## src/rtl/fetch_pkg.sv

```systemverilog
// Shared types and constants for the instruction-fetch front end.
package fetch_pkg;
  localparam int unsigned INSN_BYTES = 4;
  localparam int unsigned INSN_W     = 32;

  typedef enum logic [1:0] {
    REQ   = 2'd0,
    WAIT  = 2'd1,
    HOLD  = 2'd2,
    FAULT = 2'd3
  } fetch_state_t;
endpackage

```

## src/rtl/pc_next_sel.sv

```systemverilog
// Next-PC selection: redirect target, sequential pc+4, or hold.
// Alignment handling depends on PC_ALIGN_CHECK_EN.
module pc_next_sel
  import fetch_pkg::*;
#(
  parameter int unsigned ADDR_W = 64
) (
  input  logic [ADDR_W-1:0] pc,
  input  logic              redirect_valid,
  input  logic [ADDR_W-1:0] redirect_pc,
  input  logic              advance,
  output logic [ADDR_W-1:0] pc_next,
  output logic              fault_req
);
  localparam logic [ADDR_W-1:0] ALIGN_MASK = ADDR_W'(INSN_BYTES - 1);

  logic [ADDR_W-1:0] target;

  always_comb begin
`ifdef PC_ALIGN_CHECK_EN
    target    = redirect_pc;
    fault_req = redirect_valid && ((redirect_pc & ALIGN_MASK) != '0);
`else
    // Misaligned targets are silently rounded down to an instruction boundary.
    target    = redirect_pc & ~ALIGN_MASK;
    fault_req = 1'b0;
`endif
    if (redirect_valid)
      pc_next = target;
    else if (advance)
      pc_next = pc + ADDR_W'(INSN_BYTES);
    else
      pc_next = pc;
  end
endmodule

```

## src/rtl/pc_fetch_unit.sv

```systemverilog
// PC register and single-outstanding instruction fetch sequencer with decode handshake.
// Optional misaligned-redirect fault state enabled by PC_ALIGN_CHECK_EN.
module pc_fetch_unit
  import fetch_pkg::*;
#(
  parameter int unsigned        ADDR_W       = 64,
  parameter logic [ADDR_W-1:0]  RESET_VECTOR = '0
) (
  input  logic              i_clk,
  input  logic              i_rst,
  output logic              o_imem_req_valid,
  output logic [ADDR_W-1:0] o_imem_addr,
  input  logic              i_imem_req_ready,
  input  logic              i_imem_rsp_valid,
  input  logic [INSN_W-1:0] i_imem_rsp_data,
  output logic              o_insn_valid,
  output logic [INSN_W-1:0] o_insn,
  output logic [ADDR_W-1:0] o_insn_pc,
  input  logic              i_dec_ready,
  input  logic              i_redirect_valid,
  input  logic [ADDR_W-1:0] i_redirect_pc,
  output logic              o_fault
);
  fetch_state_t      state;
  logic [ADDR_W-1:0] pc;
  logic [ADDR_W-1:0] pc_next;
  logic              drop;
  logic              advance;
  logic              fault_req;
  logic [INSN_W-1:0] insn;
  logic [ADDR_W-1:0] insn_pc;

  assign advance = (state == WAIT) && i_imem_rsp_valid && !drop && !i_redirect_valid;

  pc_next_sel #(.ADDR_W(ADDR_W)) u_pc_next_sel (
    .pc             (pc),
    .redirect_valid (i_redirect_valid),
    .redirect_pc    (i_redirect_pc),
    .advance        (advance),
    .pc_next        (pc_next),
    .fault_req      (fault_req)
  );

  always_ff @(posedge i_clk) begin
    if (i_rst) begin
      state   <= REQ;
      pc      <= RESET_VECTOR;
      drop    <= 1'b0;
      insn    <= '0;
      insn_pc <= '0;
    end else if (state != FAULT) begin
      pc <= pc_next;
      if (fault_req) begin
        state <= FAULT;
        drop  <= 1'b0;
      end else begin
        case (state)
          REQ: begin
            if (i_imem_req_ready) begin
              state <= WAIT;
              drop  <= i_redirect_valid;
            end
          end
          WAIT: begin
            if (i_redirect_valid) begin
              // A response coinciding with the redirect is the one being dropped,
              // so nothing remains outstanding and fetch restarts immediately.
              if (i_imem_rsp_valid) begin
                drop  <= 1'b0;
                state <= REQ;
              end else begin
                drop <= 1'b1;
              end
            end else if (i_imem_rsp_valid) begin
              if (drop) begin
                drop  <= 1'b0;
                state <= REQ;
              end else begin
                insn    <= i_imem_rsp_data;
                insn_pc <= pc;
                state   <= HOLD;
              end
            end
          end
          HOLD: begin
            if (i_redirect_valid || i_dec_ready)
              state <= REQ;
          end
          default: state <= REQ;
        endcase
      end
    end
  end

  assign o_imem_req_valid = (state == REQ) && !i_rst;
  assign o_imem_addr      = pc;
  assign o_insn_valid     = (state == HOLD);
  assign o_insn           = insn;
  assign o_insn_pc        = insn_pc;
  assign o_fault          = (state == FAULT);
endmodule

```

## config.mk

```make
export PLATFORM = sky130hd
export DESIGN_NAME = pc_fetch_unit
export DESIGN_NICKNAME = d
export VERILOG_FILES = /design/src/rtl/fetch_pkg.sv /design/src/rtl/pc_next_sel.sv /design/src/rtl/pc_fetch_unit.sv
export SDC_FILE = /design/constraint.sdc
export NUM_CORES = 1
export LEC_CHECK = 0
export CORE_MARGIN = 2
export CORE_UTILIZATION = 30
export CTS_BUF_LIST = sky130_fd_sc_hd__clkbuf_8
export DETAILED_ROUTE_END_ITERATION = 8
export PLACE_DENSITY = 0.62
export SLEW_MARGIN = 20
export SYNTH_ARGS = -nofsm -noshare
export SYNTH_HDL_FRONTEND = slang
export SYNTH_HIERARCHICAL = 1
export SYNTH_SLANG_ARGS = --single-unit
```

## constraint.sdc

```tcl
create_clock -name i_clk -period 4.5 [get_ports i_clk]
set_clock_uncertainty 0.1 [all_clocks]
set_input_delay 1.35 -clock i_clk [delete_from_list [all_inputs] [get_ports i_clk]]
set_output_delay 1.35 -clock i_clk [all_outputs]
set_load 0.1 [all_outputs]
```

## Word level (Yosys, flattened, before mapping)

Index checks and enable logic that the tools add are counted.

| operators by class | value |
|---|---|
| bitwise gates (word level) | 2 |
| reductions and logical operators | 15 |
| eq/ne operators | 8 |
| mux-type cells | 14 |
| add/sub/neg operators | 1 |

Operator list:

| operator | count |
|---|---|
| $mux W64 | 2 |
| $add A64 B3 Y64 const B | 1 |
| $mux W2 | 6 |
| $reduce_and A4 Y1 | 2 |
| $ne A2 B2 Y1 const B | 3 |
| $pmux W2 S3 | 1 |
| $reduce_and A5 Y1 | 1 |
| $eq A2 B2 Y1 const B | 2 |
| $logic_and A1 B1 Y1 | 4 |
| $mux W1 | 4 |
| $reduce_bool A2 Y1 | 2 |
| $logic_not A1 Y1 | 3 |
| $ne A3 B3 Y1 const B | 1 |
| $eq A2 B1 Y1 const B | 1 |
| $logic_not A2 Y1 | 1 |
| $ne A2 B1 Y1 const B | 1 |
| $not A1 Y1 | 2 |
| $pmux W1 S2 | 1 |
| $reduce_and A2 Y1 | 1 |
| $logic_or A1 B1 Y1 | 1 |

| storage, ports and cells | value |
|---|---|
| bits of input ports | 102 |
| output and inout bits | 163 |
| logic and storage cells | 45 |
| register bits | 163 |

## Logic depth before layout (Yosys ltp)

Gate-level depths: netlist of the first run.

| depth | value |
|---|---|
| depth in word-level cells | 6 |
| mapped depth | 13 |

## Cells and area by module

Netlist of the first run, hierarchy kept.

Modules (own cells, without submodules):

| module | area each (µm²) | cells an instance | seq. area each (µm²) | instances |
|---|---|---|---|---|
| pc_fetch_unit | 5821.8 | 724 | 3263.1 | 1 |
| pc_next_sel | 2134.5 | 378 | 0.0 | 1 |

## Worst setup path before layout of the first run

No wires, ideal clock.

| path | value |
|---|---|
| kind | input to output |
| start point | input port i_rst |
| end point | output port o_imem_req_valid |
| path buffers | 1 |
| data required time | 3.050 ns |
| cell stages on the path | 2 |
| arrival time | 3.565 ns |
| slack | -0.515 ns |
| cells stage by stage | clkbuf_1 nor3_1 |

| between the ends | value |
|---|---|
| cells in the longest elaborated chain, start to end | 2 |

Ends and longest elaborated chain:

| item | line | RTL |
|---|---|---|
| start, declared | pc_fetch_unit.sv:10 | `input logic i_rst,` |
| $logic_not A1 Y1 | pc_fetch_unit.sv:95 | `assign o_imem_req_valid = (state == REQ) && !i_rst;` |
| $logic_and A1 B1 Y1 | pc_fetch_unit.sv:95 |  |
| end, declared | pc_fetch_unit.sv:11 | `output logic o_imem_req_valid,` |

Every way passes these cells.

## Final worst setup path of the first run

| path | value |
|---|---|
| start point | input port i_imem_rsp_valid |
| end point | register pc[53], in the netlist o_imem_addr[53] |

| between the ends | value |
|---|---|
| cells in the longest elaborated chain, start to end | 5 |

Ends and longest elaborated chain:

| item | line | RTL |
|---|---|---|
| start, declared | pc_fetch_unit.sv:14 | `input logic i_imem_rsp_valid,` |
| $logic_and A1 B1 Y1 (3 in series) | pc_fetch_unit.sv:33 | `assign advance = (state == WAIT) && i_imem_rsp_valid && !drop && !i_redirect_valid;` |
| named net advance | pc_fetch_unit.sv:28 | `logic advance;` |
| $reduce_bool A2 Y1 (no source line) | - |  |
| $reduce_and A2 Y1 (no source line) | - |  |
| end signal, assigned | pc_fetch_unit.sv:52 | `pc <= pc_next;` |
| end, declared | pc_fetch_unit.sv:25 | `logic [ADDR_W-1:0] pc;` |

The timed path passes the listed nets, and every way through them passes these cells.
A chain may end at the register's enable or synchronous reset.

==> reports/qor.txt, run 1 <==
==================================================================================================
H-tree Lvls                                                                                      4
Number of cell rows                                                                             59
Internal power summed over all cells                                                    0.002191 W
Net switching share of the total power                                                      37.06%
Layout cell share with drive strength beyond 1                                              8.296%
End-of-flow core utilization                                                                43.05%
Hold violation total from the final report                                                       0
Cell with the largest stage delay on the worst path                                   sky130_fd_sc_hd__or4_1
Num ports                                                                                      265
Warnings, synthesis                                                                              6
Total clock buffers created by CTS                                                              17
CTS-repair resized insts                                                                         0
Gr ovfl total                                                                                    0
Total via count after detailed routing                                                        8272
Half-perimeter wire length after placement                                            18480 microns
Seq pwr share                                                                                45.2%
Net switching component of the power                                                    0.001290 W
Number of violations of the max-capacitance limit                                                0
Clock transition time at the flip-flop clock pins of the worst setup and hold paths         110 ps
Clock share of power                                                                         32.6%
Buffers added on ports                                                                         262
Run status                                                                               completed
Share of power burned in combinational logic                                                 22.2%
Power per standard cell area                                                          310.2 nW/um^2
Data arrival, critical path                                                                4290 ps
Placed Cells incl. Taps                                                                       1641
Portion of the post-synthesis area used by sequential elements                              41.01%
Required time of the critical path                                                         4800 ps
CTS root buf                                                                          sky130_fd_sc_hd__clkbuf_8
Critical Path Sink Type                                                                  flip-flop
Synthesized area divided by synthesized cell count                                     7.220 sq um
Number of global-route vias before repair                                                     7599
Global-route wire length before repair                                                43370 microns
Setup repair bufs after CTS                                                                      0
Worst-skew pair later-pin latency                                                           470 ps
Max-slew violation total from the final report                                                   0
Sum of negative setup slack                                                                   0 ps
# nets final                                                                                  1428
Total core area                                                                        26060 sq um
Clock Sink Count                                                                               163
Critical path cell sequence                                                           clkdlybuf4s50_1, and4bb_4, nor2b_1, nand4_1, nor4_1, buf_4, nand3_1, or4_1, a31oi_1, nand2_1, a21oi_1
Combined area of all synthesized cells                                                  7956 sq um
Initial antenna violation count                                                                  0
Largest buffer count on any clock path                                                           2
Crit path largest cell delay                                                                560 ps
Fill cell count                                                                               2665
Horizontal die dimension                                                              166.9 microns
Post-synth cell types                                                                           44
Critical path start-end classification                                                primary input to flip-flop
Antenna diodes                                                                                   0
Unrepaired setup endpoints after global routing                                                 no
Placer's final routability congestion estimate                                              0.7712
Average vias per placed instance                                                             4.944
Most common library cell in the layout ignoring fill and taps                         sky130_fd_sc_hd__nand2_1
Commonest cells after routing, fill and taps aside                                    sky130_fd_sc_hd__nand2_1 (375), sky130_fd_sc_hd__clkdlybuf4s50_1 (256), sky130_fd_sc_hd__dfxtp_1 (163)
Drt pass-1 iters                                                                                 4
DIE HEIGHT                                                                            166.9 microns
Number of DRC markers after the initial detailed-route iteration                               611
Total setup violations reported at the end of the flow                                           0
Number of storage elements in the synthesis netlist                                            163
Number of nets in the synthesized netlist                                                     1205
Highest fanout seen on the critical path                                                         8
Number of remaining DRC errors                                                                   0
Actual transition at the worst max-transition pin                                          1044 ps
Remaining number of nets flagged by the antenna check after routing                              0
Aggregate routed wire length                                                          27350 microns
Synthesized netlist cell count                                                                1102
Post-synth EDFFs                                                                                 0
Achievable Freq                                                                          250.1 MHz
Area used by sequential logic in the layout                                             3263 sq um
Share of synthesized flip-flops with an asynchronous set or reset                               0%
Area grow syn2layout                                                                        41.01%
Wire length per cell after detailed routing                                           16.35 microns
Pin count of the biggest net entering global routing                                            78
Tightest Hold Check Type                                                              flip-flop to flip-flop
Footprint of the multi-input gates                                                      4274 sq um
Hold buffers post-CTS                                                                            0
CTS tree                                                                                     built
Final critical-path required period                                                        3999 ps
Die outline area                                                                       27840 sq um
Crit start category                                                                   primary input
Highest ir drop seen on vdd                                                              0.1376 mV
Most used flip-flop cell after synthesis                                              sky130_fd_sc_hd__dfxtp_1
Place WS                                                                                  75.80 ps
Worst setup slack after layout                                                            501.1 ps
Normalized max-slew margin                                                                  29.85%
Cell Count, Final, Fillers Out                                                                1673
Global Route Usage Sum                                                                      19.16%
Initial Util                                                                                30.53%
Final worst-path cycle share                                                                88.86%
Static leakage power                                                                      3.625 nW
==================================================================================================
-- power groups by stage --
stage	Combinational (W)	Sequential (W)	Clock, W
3_3_place_gp	0.000769	0.00161	0
6_report	0.000771	0.00157	0.00114
5_1_grt	0.000813	0.00159	0.00123
3_5_place_dp	0.000771	0.00161	0
2_1_floorplan	0.000207	0.00192	0
4_1_cts	0.000774	0.00157	0.00117
-- layout make-up --
class / instances / share of cell area (%)
clock buffer: 17 / 2.085
inverter: 13 / 0.4349
multi-input combinational: 845 / 38.10
clock inverter: 15 / 1.416
sequential: 163 / 29.08
timing repair buffer: 285 / 25.15
tap: 335 / 3.736
-- metal layers --
metal | vias to the layer above | wire [microns] | GRT usage, %
li1 | 4177 | - | -
met1 | 3843 | 12970 | 26.80
met2 | 239 | 12630 | 30.43
met3 | 13 | 1529 | 4.206
met4 | 0 | 231 | 3.786
met5 | - | 0 | 0
-- synth_stat cells (5+ instances only) --
library cell / number / area share (%)
sky130_fd_sc_hd__and4_1: 7 / 0.77
sky130_fd_sc_hd__inv_1: 12 / 0.57
sky130_fd_sc_hd__buf_1: 8 / 0.38
sky130_fd_sc_hd__nand4_1: 24 / 1.9
sky130_fd_sc_hd__or3_1: 14 / 1.1
sky130_fd_sc_hd__nor2b_1: 5 / 0.39
sky130_fd_sc_hd__o21ai_0: 55 / 3.5
sky130_fd_sc_hd__clkbuf_1: 47 / 2.2
sky130_fd_sc_hd__nor3_1: 10 / 0.63
sky130_fd_sc_hd__nand3_1: 26 / 1.6
sky130_fd_sc_hd__xnor2_1: 35 / 3.9
sky130_fd_sc_hd__nor2_1: 29 / 1.4
sky130_fd_sc_hd__xor2_1: 7 / 0.77
sky130_fd_sc_hd__dfxtp_1: 163 / 41
sky130_fd_sc_hd__buf_2: 16 / 1.0
sky130_fd_sc_hd__nand2_2: 10 / 0.79
sky130_fd_sc_hd__nand2_1: 377 / 18
sky130_fd_sc_hd__nor4_1: 26 / 2.0
sky130_fd_sc_hd__or4_1: 6 / 0.57
sky130_fd_sc_hd__a31oi_1: 16 / 1.3
sky130_fd_sc_hd__buf_6: 5 / 0.71
sky130_fd_sc_hd__a21oi_1: 136 / 8.6
sky130_fd_sc_hd__a21oi_2: 29 / 3.2
sky130_fd_sc_hd__and3_1: 10 / 0.79
-- stage by stage --
step / hold WS, ps / area (sq um) / total power (W)
CTS: 360.3 / 11220 / 0.003516
detailed placement: 346.9 / 10830 / 0.002378
global route: 373.6 / 11220 / 0.003632
floorplan: 352.6 / 7961 / 0.002124
global placement: 341.7 / 10830 / 0.002374
finish: 358.0 / 11220 / 0.003480
-- registers in the layout, indices dropped and copies added, names as in the netlist --
signal / cells
state: 2
o_insn: 32
o_imem_addr: 64
drop: 1
o_insn_pc: 64
-- cell families (layout without fill, tap and decap cells) --
family                   Yosys count  count (layout)  synth area share, %
AND/OR/NAND/NOR                  553             553                30.84
other                              1               1              0.04713
AO/OA/AOI/OAI                    244             244                17.30
multiplexers                       4               4               0.5347
buffers and inverters             94             330                5.488
flip-flops                       163             163                41.01
adder cells (fa/ha/maj)            1               1               0.1572
XOR/XNOR                          42              42                4.623
-- worst paths after layout --
kind	startpoint	to	slack, ps	depth (start not counted)
setup / recovery	i_imem_rsp_valid	o_imem_addr[53]	500	11
setup reg to reg	state[0]	o_imem_addr[53]	1330	10
hold reg to reg	o_insn_pc[2]	o_insn_pc[2]	360	2
hold / removal	o_insn_pc[2]	o_insn_pc[2]	360	2
-- critical path: cells and delay by family --
| kind | cells | cell delay [ps] |
|---|---|---|
| and+or+nand+nor | 7 | 1890 |
| AOI/OAI and AO/OA | 2 | 330 |
| buffers and inverters | 2 | 720 |
(Power assumes the default switching activity.)
==> run 2, diff against run 1 <==
--- a/config.mk
+++ b/config.mk
@@ -9,6 +9,7 @@
 export CORE_UTILIZATION = 30
 export CTS_BUF_LIST = sky130_fd_sc_hd__clkbuf_8
 export DETAILED_ROUTE_END_ITERATION = 8
+export GPL_TIMING_DRIVEN = 0
 export PLACE_DENSITY = 0.62
 export SLEW_MARGIN = 20
 export SYNTH_ARGS = -nofsm -noshare
==> reports/qor.txt, run 2 (synthesis gave the netlist of run 1 again) <==
==================================================================================================
Run status                                                                               completed   unchanged
CTS root buf                                                                          sky130_fd_sc_hd__clkbuf_8   unchanged
Remaining number of nets flagged by the antenna check after routing                              0   unchanged
Area grow syn2layout                                                                        42.95%   was 41.01%
Number of violations of the max-capacitance limit                                                0   unchanged
Achievable Freq                                                                          224.8 MHz   was 250.1 MHz
Drt pass-1 iters                                                                                 5   was 4
Number of stages on the worst hold path                                                          2   unchanged
Layout cell share with drive strength beyond 1                                              7.676%   was 8.296%
Most common library cell in the layout ignoring fill and taps                         sky130_fd_sc_hd__nand2_1   unchanged
CTS tree                                                                                     built   unchanged
Placer's final routability congestion estimate                                              0.8347   was 0.7712
Num ports                                                                                      265   unchanged
Number of DRC markers after the initial detailed-route iteration                               687   was 611
Critical path depth                                                                              3   was 11
Critical path start-end classification                                                primary input to primary output   was primary input to flip-flop
Global Route Usage Sum                                                                      20.41%   was 19.16%
Number of global-route vias before repair                                                     8217   was 7599
Data arrival, critical path                                                                3000 ps   was 4290 ps
Largest buffer count on any clock path                                                           2   unchanged
Highest fanout seen on the critical path                                                        10   was 8
Fill cell count                                                                               2686   was 2665
Family with the most delay on the worst path                                          buffers and inverters   was simple AND/OR/NAND/NOR gates
Initial Util                                                                                30.53%   unchanged
Total core area                                                                        26060 sq um   unchanged
Die outline area                                                                       27840 sq um   unchanged
Global-route wire length before repair                                                45800 microns   was 43370 microns
Crit start category                                                                   primary input   unchanged
Total clock buffers created by CTS                                                              17   unchanged
Horizontal die dimension                                                              166.9 microns   unchanged
Required time of the critical path                                                         3050 ps   was 4800 ps
Wire length per cell after detailed routing                                           16.89 microns   was 16.35 microns
Clock transition time at the flip-flop clock pins of the worst setup and hold paths          90 ps   was 110 ps
# nets final                                                                                  1484   was 1428
Aggregate routed wire length                                                          29240 microns   was 27350 microns
Max-slew violation total from the final report                                                   0   unchanged
Cell with the largest stage delay on the worst path                                   sky130_fd_sc_hd__clkdlybuf4s50_1   was sky130_fd_sc_hd__or4_1
Average vias per placed instance                                                             4.951   was 4.944
Worst path buffer plus inverter count                                                            2   unchanged
Buffers added on ports                                                                         261   was 262
H-tree Lvls                                                                                      4   unchanged
Initial antenna violation count                                                                  2   was 0
Unrepaired setup endpoints after global routing                                                 no   unchanged
Setup repair bufs after CTS                                                                      0   unchanged
Half-perimeter wire length after placement                                            21660 microns   was 18480 microns
Static leakage power                                                                      3.676 nW   was 3.625 nW
Final worst-path cycle share                                                                98.86%   was 88.86%
Hold violation total from the final report                                                       0   unchanged
Highest ir drop seen on vdd                                                              0.1644 mV   was 0.1376 mV
Worst-skew pair later-pin latency                                                           460 ps   was 470 ps
Clock Sink Count                                                                               163   unchanged
Gr ovfl total                                                                                    0   unchanged
Total setup violations reported at the end of the flow                                           0   unchanged
Footprint of the multi-input gates                                                      4272 sq um   was 4274 sq um
Actual transition at the worst max-transition pin                                          1043 ps   was 1044 ps
Length in cells of the worst reg-to-reg path                                                     7   was 10
Placed Cells incl. Taps                                                                       1698   was 1641
Critical Path Sink Type                                                               primary output   was flip-flop
Hold buffers post-CTS                                                                            0   unchanged
Number of cell rows                                                                             59   unchanged
Critical path cell sequence                                                           clkbuf_1, nor3_2, clkdlybuf4s50_1   was clkdlybuf4s50_1, and4bb_4, nor2b_1, nand4_1, nor4_1, buf_4, nand3_1, or4_1, a31oi_1, nand2_1, a21oi_1
Crit path largest cell delay                                                               1170 ps   was 560 ps
Tightest Hold Check Type                                                              flip-flop to flip-flop   unchanged
Number of remaining DRC errors                                                                   0   unchanged
Power per standard cell area                                                          300.3 nW/um^2   was 310.2 nW/um^2
Pin count of the biggest net entering global routing                                            17   was 78
Worst slack on hold paths                                                                 357.7 ps   was 358.0 ps
Normalized max-slew margin                                                                  30.25%   was 29.85%
Commonest cells after routing, fill and taps aside                                    sky130_fd_sc_hd__nand2_1 (376), sky130_fd_sc_hd__clkdlybuf4s50_1 (260), sky130_fd_sc_hd__dfxtp_1 (163)   was sky130_fd_sc_hd__nand2_1 (375), sky130_fd_sc_hd__clkdlybuf4s50_1 (256), sky130_fd_sc_hd__dfxtp_1 (163)
Cell Count, Final, Fillers Out                                                                1731   was 1673
Final critical-path required period                                                        4449 ps   was 3999 ps
Total via count after detailed routing                                                        8570   was 8272
DIE HEIGHT                                                                            166.9 microns   unchanged
Area used by sequential logic in the layout                                             3263 sq um   unchanged
==================================================================================================
==> run 2: changes by cell type in the layout (fill, tap and decap cells not counted), sizes merged <==
cell	delta
buf	+5
clkbuf	+46
clkdlybuf4s50	+4
clkinv	+8
clkinvlp	-1
diode	+2
dlymetal6s2s	+1
inv	-7
==> run 2: per-stage QoR <==
stage / cell area, sq um / setup slack (ps) / util [%] / setup TNS [ps] / power [W]
2_1_floorplan: 7961 / 340.1 / - / 0 / 0.002124
3_3_place_gp: 10990 / -453.6 / 42.19 / -3082 / 0.002391
3_5_place_dp: 10990 / -517.0 / 42.19 / -3411 / 0.002395
4_1_cts: 11360 / 24.96 / 43.60 / 0 / 0.003449
5_1_grt: 11370 / 19.47 / 43.65 / 0 / 0.003556
6_report: 11370 / 51.41 / 43.65 / 0 / 0.003416
==> run 2: area by class of cell <==
type,count,area share [%]
multi-input cells,845,37.56
diodes,2,0.04400
flip-flops and latches,163,28.69
clock buffers,17,2.057
repair buffers,261,22.99
plain buffers,80,3.377
clock inverters,15,1.166
well taps,335,3.685
inverters,13,0.4290
==> run 2: per-layer routing <==
layer,vias up,track usage (%),share of wire (%)
met2,325,31.56,45
met1,3917,27.55,45
li1,4281,-,-
met3,47,4.420,6.5
met5,-,0,0
met4,0,8.396,3.4
==> run 2: where the power goes <==
part / internal [W] / switching (W)
combinational: 0.000237 / 0.000547
clock: 0.000443 / 0.000611
sequential: 0.00149 / 0.0000874
total: 0.00217 / 0.00125
==> run 2: worst min-delay path, stage by stage (launching register included) <==
cell	delay (ps)
sky130_fd_sc_hd__dfxtp_1	320
sky130_fd_sc_hd__nand2_1	50
sky130_fd_sc_hd__a21oi_1	50
==> run 2: path summary, 6_finish.rpt <==
kind              slack, ps                to       startpoint
hold reg to reg         360      o_insn_pc[4]     o_insn_pc[4]
setup / recovery         50  o_imem_req_valid            i_rst
hold / removal          360      o_insn_pc[4]     o_insn_pc[4]
setup reg to reg       1270   o_imem_addr[63]  o_imem_addr[10]
==> run 2: what timing repair did <==
action / CTS / global route
pin swaps: 0 / 0
setup endpoints to repair: 2 / 8
gates resized for setup: 1 / 3
==> run 3, diff against run 2 <==
--- a/config.mk
+++ b/config.mk
@@ -5,9 +5,11 @@
 export SDC_FILE = /design/constraint.sdc
 export NUM_CORES = 1
 export LEC_CHECK = 0
+export ABC_CLOCK_PERIOD_IN_PS = 4500
 export CORE_MARGIN = 2
 export CORE_UTILIZATION = 30
 export CTS_BUF_LIST = sky130_fd_sc_hd__clkbuf_8
+export CTS_CLUSTER_SIZE = 14
 export DETAILED_ROUTE_END_ITERATION = 8
 export GPL_TIMING_DRIVEN = 0
 export PLACE_DENSITY = 0.62
==> results of run 3 <==
The final DEF is identical to that of run 2; final timing and power are the same.
==> edit 1 (settings of run 1) <==
Reset style: asynchronous (`i_rst`), changed in one clocked block.
--- a/src/rtl/pc_fetch_unit.sv
+++ b/src/rtl/pc_fetch_unit.sv
@@ -41,7 +41,7 @@
     .fault_req      (fault_req)
   );
 
-  always_ff @(posedge i_clk) begin
+  always_ff @(posedge i_clk or posedge i_rst) begin
     if (i_rst) begin
       state   <= REQ;
       pc      <= RESET_VECTOR;
Formal check against the unedited RTL: differs if i_rst is asserted again (counterexample within 4 cycles, from zero or initial values and one cycle with i_rst high); with i_rst held inactive, the same outputs for 4 cycles.
==> edit 1 against run 1 <==
- area after synthesis rose by 5.3%
- final area rose by 5.9%
- fmax fell by 4.7%
- first-iteration DRC count fell by 47%
- worst hold slack improved by 0.051 ns
- cell count fell by 17%
- routed wire length fell by 13%
- sequential cell count did not move
- setup slack got worse by 0.20 ns
- critical endpoint is now o_imem_addr[60]$_DFFE_PP0N_
- highest routed layer is now met5
Power is not compared: it rests on default switching activity, and its combinational part moved more than twofold at a synthesized area within 25%.
==> edit 1: results (changes against run 1) <==
| Metric | Value |
|---|---|
| Status | `complete, no violations` |
| Layout cells sized above 1 | `23.23% (+15 points)` |
| Placed instance count | `1349 (-18%)` |
| Drt total wl | `23780 µm (-13%)` |
| Layout clock buffer count | `18 (+1)` |
| WHS Path Cells | `1 (-1)` |
| Setup ws final | `0.3058 ns (-0.1953 ns)` |
| Pre-CTS setup slack | `-0.1580 ns (-0.2338 ns)` |
| Reg2reg start | `o_imem_addr[18]$_DFFE_PP0N_` |
| Register area | `4079 µm² (+25%)` |
| Nets | `1093 (-23%)` |
| Slew headroom | `26.46% (-3.4 points)` |
| Multi-input gate area | `4039 µm² (-5.5%)` |
| Clk pin slew, worst setup/hold paths | `0.09 ns (-0.02 ns)` |
| FILL cells | `2679 (+0.53%)` |
| Gr usage total | `16.19% (-3.0 points)` |
| Vias | `6664 (-19%)` |
| Largest net degree at the start of global routing | `106 (+36%)` |
| CP Max Fanout | `9 (+1)` |
| Hold EP | `o_insn_pc[43]$_DFFE_PP0P_` |
| Mux cell area share after synthesis | `23.42% (+23 points)` |
| Slack of the worst reg-to-reg path | `1.12 ns (-0.21 ns)` |
| Net switching power | `between 3 and 4 mW` |
| First-pass GRT wire length | `37050 µm (-15%)` |
| I/O Buffers | `262 (unchanged)` |
| Avg Vias per Cell | `4.819 (-2.5%)` |
| Critical Path End | `o_imem_addr[60]$_DFFE_PP0N_` |
| Worst-Skew Late Latency | `0.45 ns (-0.02 ns)` |
| Non-clock inverters | `10 (-3)` |
| Mapped Nets | `831 (-31%)` |
| Post-synthesis xor/xnor area fraction | `3.659% (-0.96 points)` |
| Detailed placement HPWL | `16450 µm (-11%)` |
| Area contributors post-synth | `dfrtp_1 (49%), mux2_2 (16%), mux2_4 (7.2%)` |
| Starting DRT DRC Count | `323 (-47%)` |
| Synth Area in Compound Gates | `6.840% (-10 points)` |
| Post-Synthesis Cells | `728 (-34%)` |
| Clock buf/inv share | `3.118% (-0.38 points)` |
| Most frequent cells after synthesis | `dfrtp_1 (163), mux2_2 (120), nand2_1 (57)` |
| Diode count | `2 (+2)` |
| Multi-In Gates | `509 (-40%)` |
| Fraction of area in non-clock buffers | `24.17% (-0.98 points)` |
| Bufs w/o clock | `289 (+1.4%)` |
| Hold slack final | `0.4089 ns (+0.05084 ns)` |
| R2R cell count | `6 (-4)` |
| Sequential share of the synthesized area | `48.69% (+7.7 points)` |
| Hold Startpoint | `o_insn_pc[43]$_DFFE_PP0P_` |
| Vias in the first global route | `6549 (-14%)` |
| Antenna violations before repair | `1 (+1)` |
| Fraction of registers with async set/reset | `100.0% (+100 points)` |
| Final Wtd Congestion | `0.7282 (-5.6%)` |
edit 1: changes by cell type in the layout (fill, tap and decap cells not counted), sizes merged, moves of 7 or more:
cell	delta
a21oi	-165
a31oi	+10
dfrtp	+163
dfxtp	-163
inv	-9
mux2	+158
nand2	-330
nand4	-7
nor4	-14
o21ai	-9
o31ai	+14
or4	+16
xnor2	-8
edit 1: per-layer routing:
| metal | share of wire, % | track usage (%) | routed length, µm | vias up |
|---|---|---|---|---|
| met1 | 46 | 21.19 | 10880 | 3276 |
| li1 | - | - | - | 3188 |
| met5 | 0.046 | 0 | 11 | - |
| met3 | 6.6 | 5.251 | 1563 | 6 |
| met2 | 47 | 26.58 | 11260 | 192 |
| met4 | 0.29 | 2.542 | 68 | 2 |
edit 1: stage by stage:
stage               instance area, µm²  util, %
floorplan                         8387        -
global placement                 11500    41.63
detailed placement               11500    41.63
CTS                              11870    42.97
global route                     11870    42.97
finish                           11880    42.99
==> edit 2 (flow settings as in run 1) <==
Made on the original files. Build with the macro `PC_ALIGN_CHECK_EN` defined.
--- a/src/rtl/pc_next_sel.sv
+++ b/src/rtl/pc_next_sel.sv
@@ -1,5 +1,7 @@
 // Next-PC selection: redirect target, sequential pc+4, or hold.
 // Alignment handling depends on PC_ALIGN_CHECK_EN.
+`define PC_ALIGN_CHECK_EN
+
 module pc_next_sel
   import fetch_pkg::*;
 #(
Check against the original RTL: not equivalent (a bounded check fails within 4 cycles, from zero or initial values and one cycle with i_rst high).
==> edit 2 against run 1 <==
- die area grew 1.2%
- sequential cell count is the same
- area after synthesis grew 1.2%
- setup slack lost 0.017 ns
- total power shrank 1.5%
- final area grew 0.94%
- routed wire length grew 0.22%
- critical endpoint is now o_imem_addr[52]$_SDFFE_PP0N_
==> edit 2: results (changes against run 1) <==
| Metric | Value |
|---|---|
| Status | `complete, no violations` |
| DRT Pass-1 Iters | `5 (+1)` |
| Vias | `8398 (+1.5%)` |
| Hold Startpoint | `o_insn_pc[4]$_SDFFE_PP0P_` |
| Peak VDD IR | `153.2 µV (+11%)` |
| Leak | `3.725 nW (+2.8%)` |
| Gr usage total | `19.03% (-0.14 points)` |
| Starting DRT DRC Count | `619 (+1.3%)` |
| Slowest-stage cell, CP | `or4_4` |
| Mapped Nets | `1211 (+0.50%)` |
| Crit path launch | `i_imem_rsp_valid` |
| R2R Path End | `o_imem_addr[52]$_SDFFE_PP0N_` |
| Largest net degree at the start of global routing | `97 (+24%)` |
| Worst Max-Slew Pin Slew | `1.088 ns (+0.04346 ns)` |
| Clk pin slew, worst setup/hold paths | `0.09 ns (-0.02 ns)` |
| Vias in the first global route | `7881 (+3.7%)` |
| Detailed placement HPWL | `18670 µm (+1.0%)` |
| Most frequent cells after synthesis | `nand2_1 (386), dfxtp_1 (163), a21oi_1 (134)` |
| Yosys cell types | `49 (+11%)` |
| Antenna violations before repair | `1 (+1)` |
| Slack of the worst reg-to-reg path | `1.25 ns (-0.08 ns)` |
| Hold slack final | `0.3556 ns (-0.002414 ns)` |
| Layout cells sized above 1 | `8.876% (+0.58 points)` |
| FILL cells | `2645 (-0.75%)` |
| CP Max Fanout | `11 (+3)` |
| Area contributors post-synth | `dfxtp_1 (41%), nand2_1 (18%), a21oi_1 (8.3%)` |
| Sequential share of the synthesized area | `40.53% (-0.48 points)` |
| Hold EP | `o_insn_pc[4]$_SDFFE_PP0P_` |
| I/O Buffers | `264 (+0.76%)` |
| First-pass GRT wire length | `43250 µm (-0.27%)` |
## edit 2: cell types whose count changed after synthesis, sizes merged, moves of 5 or more
cell,change
a31oi,-7
a22oi,+5
nand2,+9
nand3,+9
xor2,+10
xnor2,-9
nor2,-9
or3,-5
nor2b,+6
o21ai,-5
## edit 2: report_power, final
part           internal [mW]  total [mW]  switching [mW]
combinational          0.251       0.837           0.586
clock                  0.388        1.00           0.613
sequential              1.50        1.59          0.0929
## edit 2: cell type report
cell class                      count  area (µm²)  share of cell area [%]
Tap cell                          335       419.2                   3.701
Sequential cell                   163        3263                   28.81
Inverter                           12       45.04                  0.3977
Clock buffer                       17       234.0                   2.066
Clock inverter                     15       112.6                  0.9944
Multi-Input combinational cell    853        4384                   38.71
Timing Repair Buffer              292        2867                   25.31
## edit 2: kinds of logic after synthesis
| group | synth area share [%] |
|---|---|
| mux | 1.321 |
| compound gates | 16.58 |
| simple gates | 31.42 |
| buf+inv | 5.314 |
| xor+xnor | 4.678 |
| fa+ha+maj | 0.1554 |
| flops | 40.53 |
## edit 2: layer usage
metal | vias up | GRT usage [%] | wire [µm]
met5 | - | 0 | 13
met4 | 2 | 4.386 | 316
met3 | 22 | 5.336 | 1960
met2 | 252 | 30.22 | 12600
met1 | 3923 | 25.69 | 12530
li1 | 4199 | - | -
## edit 2: per-stage QoR
stage | cells | worst slack [ns] | cell area, µm² | utilization [%]
after global routing | 1687 | 0.3263 | 11320 | 43.21
after floorplan | 1108 | 0.2879 | 8056 | -
final | 1687 | 0.4839 | 11320 | 43.21
after global placement | 1654 | 0.09454 | 10960 | 41.81
after CTS | 1686 | 0.5094 | 11300 | 43.14
after detailed placement | 1654 | 0.03833 | 10960 | 41.81
## edit 2: critical path: cells and delay by family
kind            cells  cell delay, ns
compound gates      2            0.33
buf+inv             2            0.68
simple gates        7            1.92
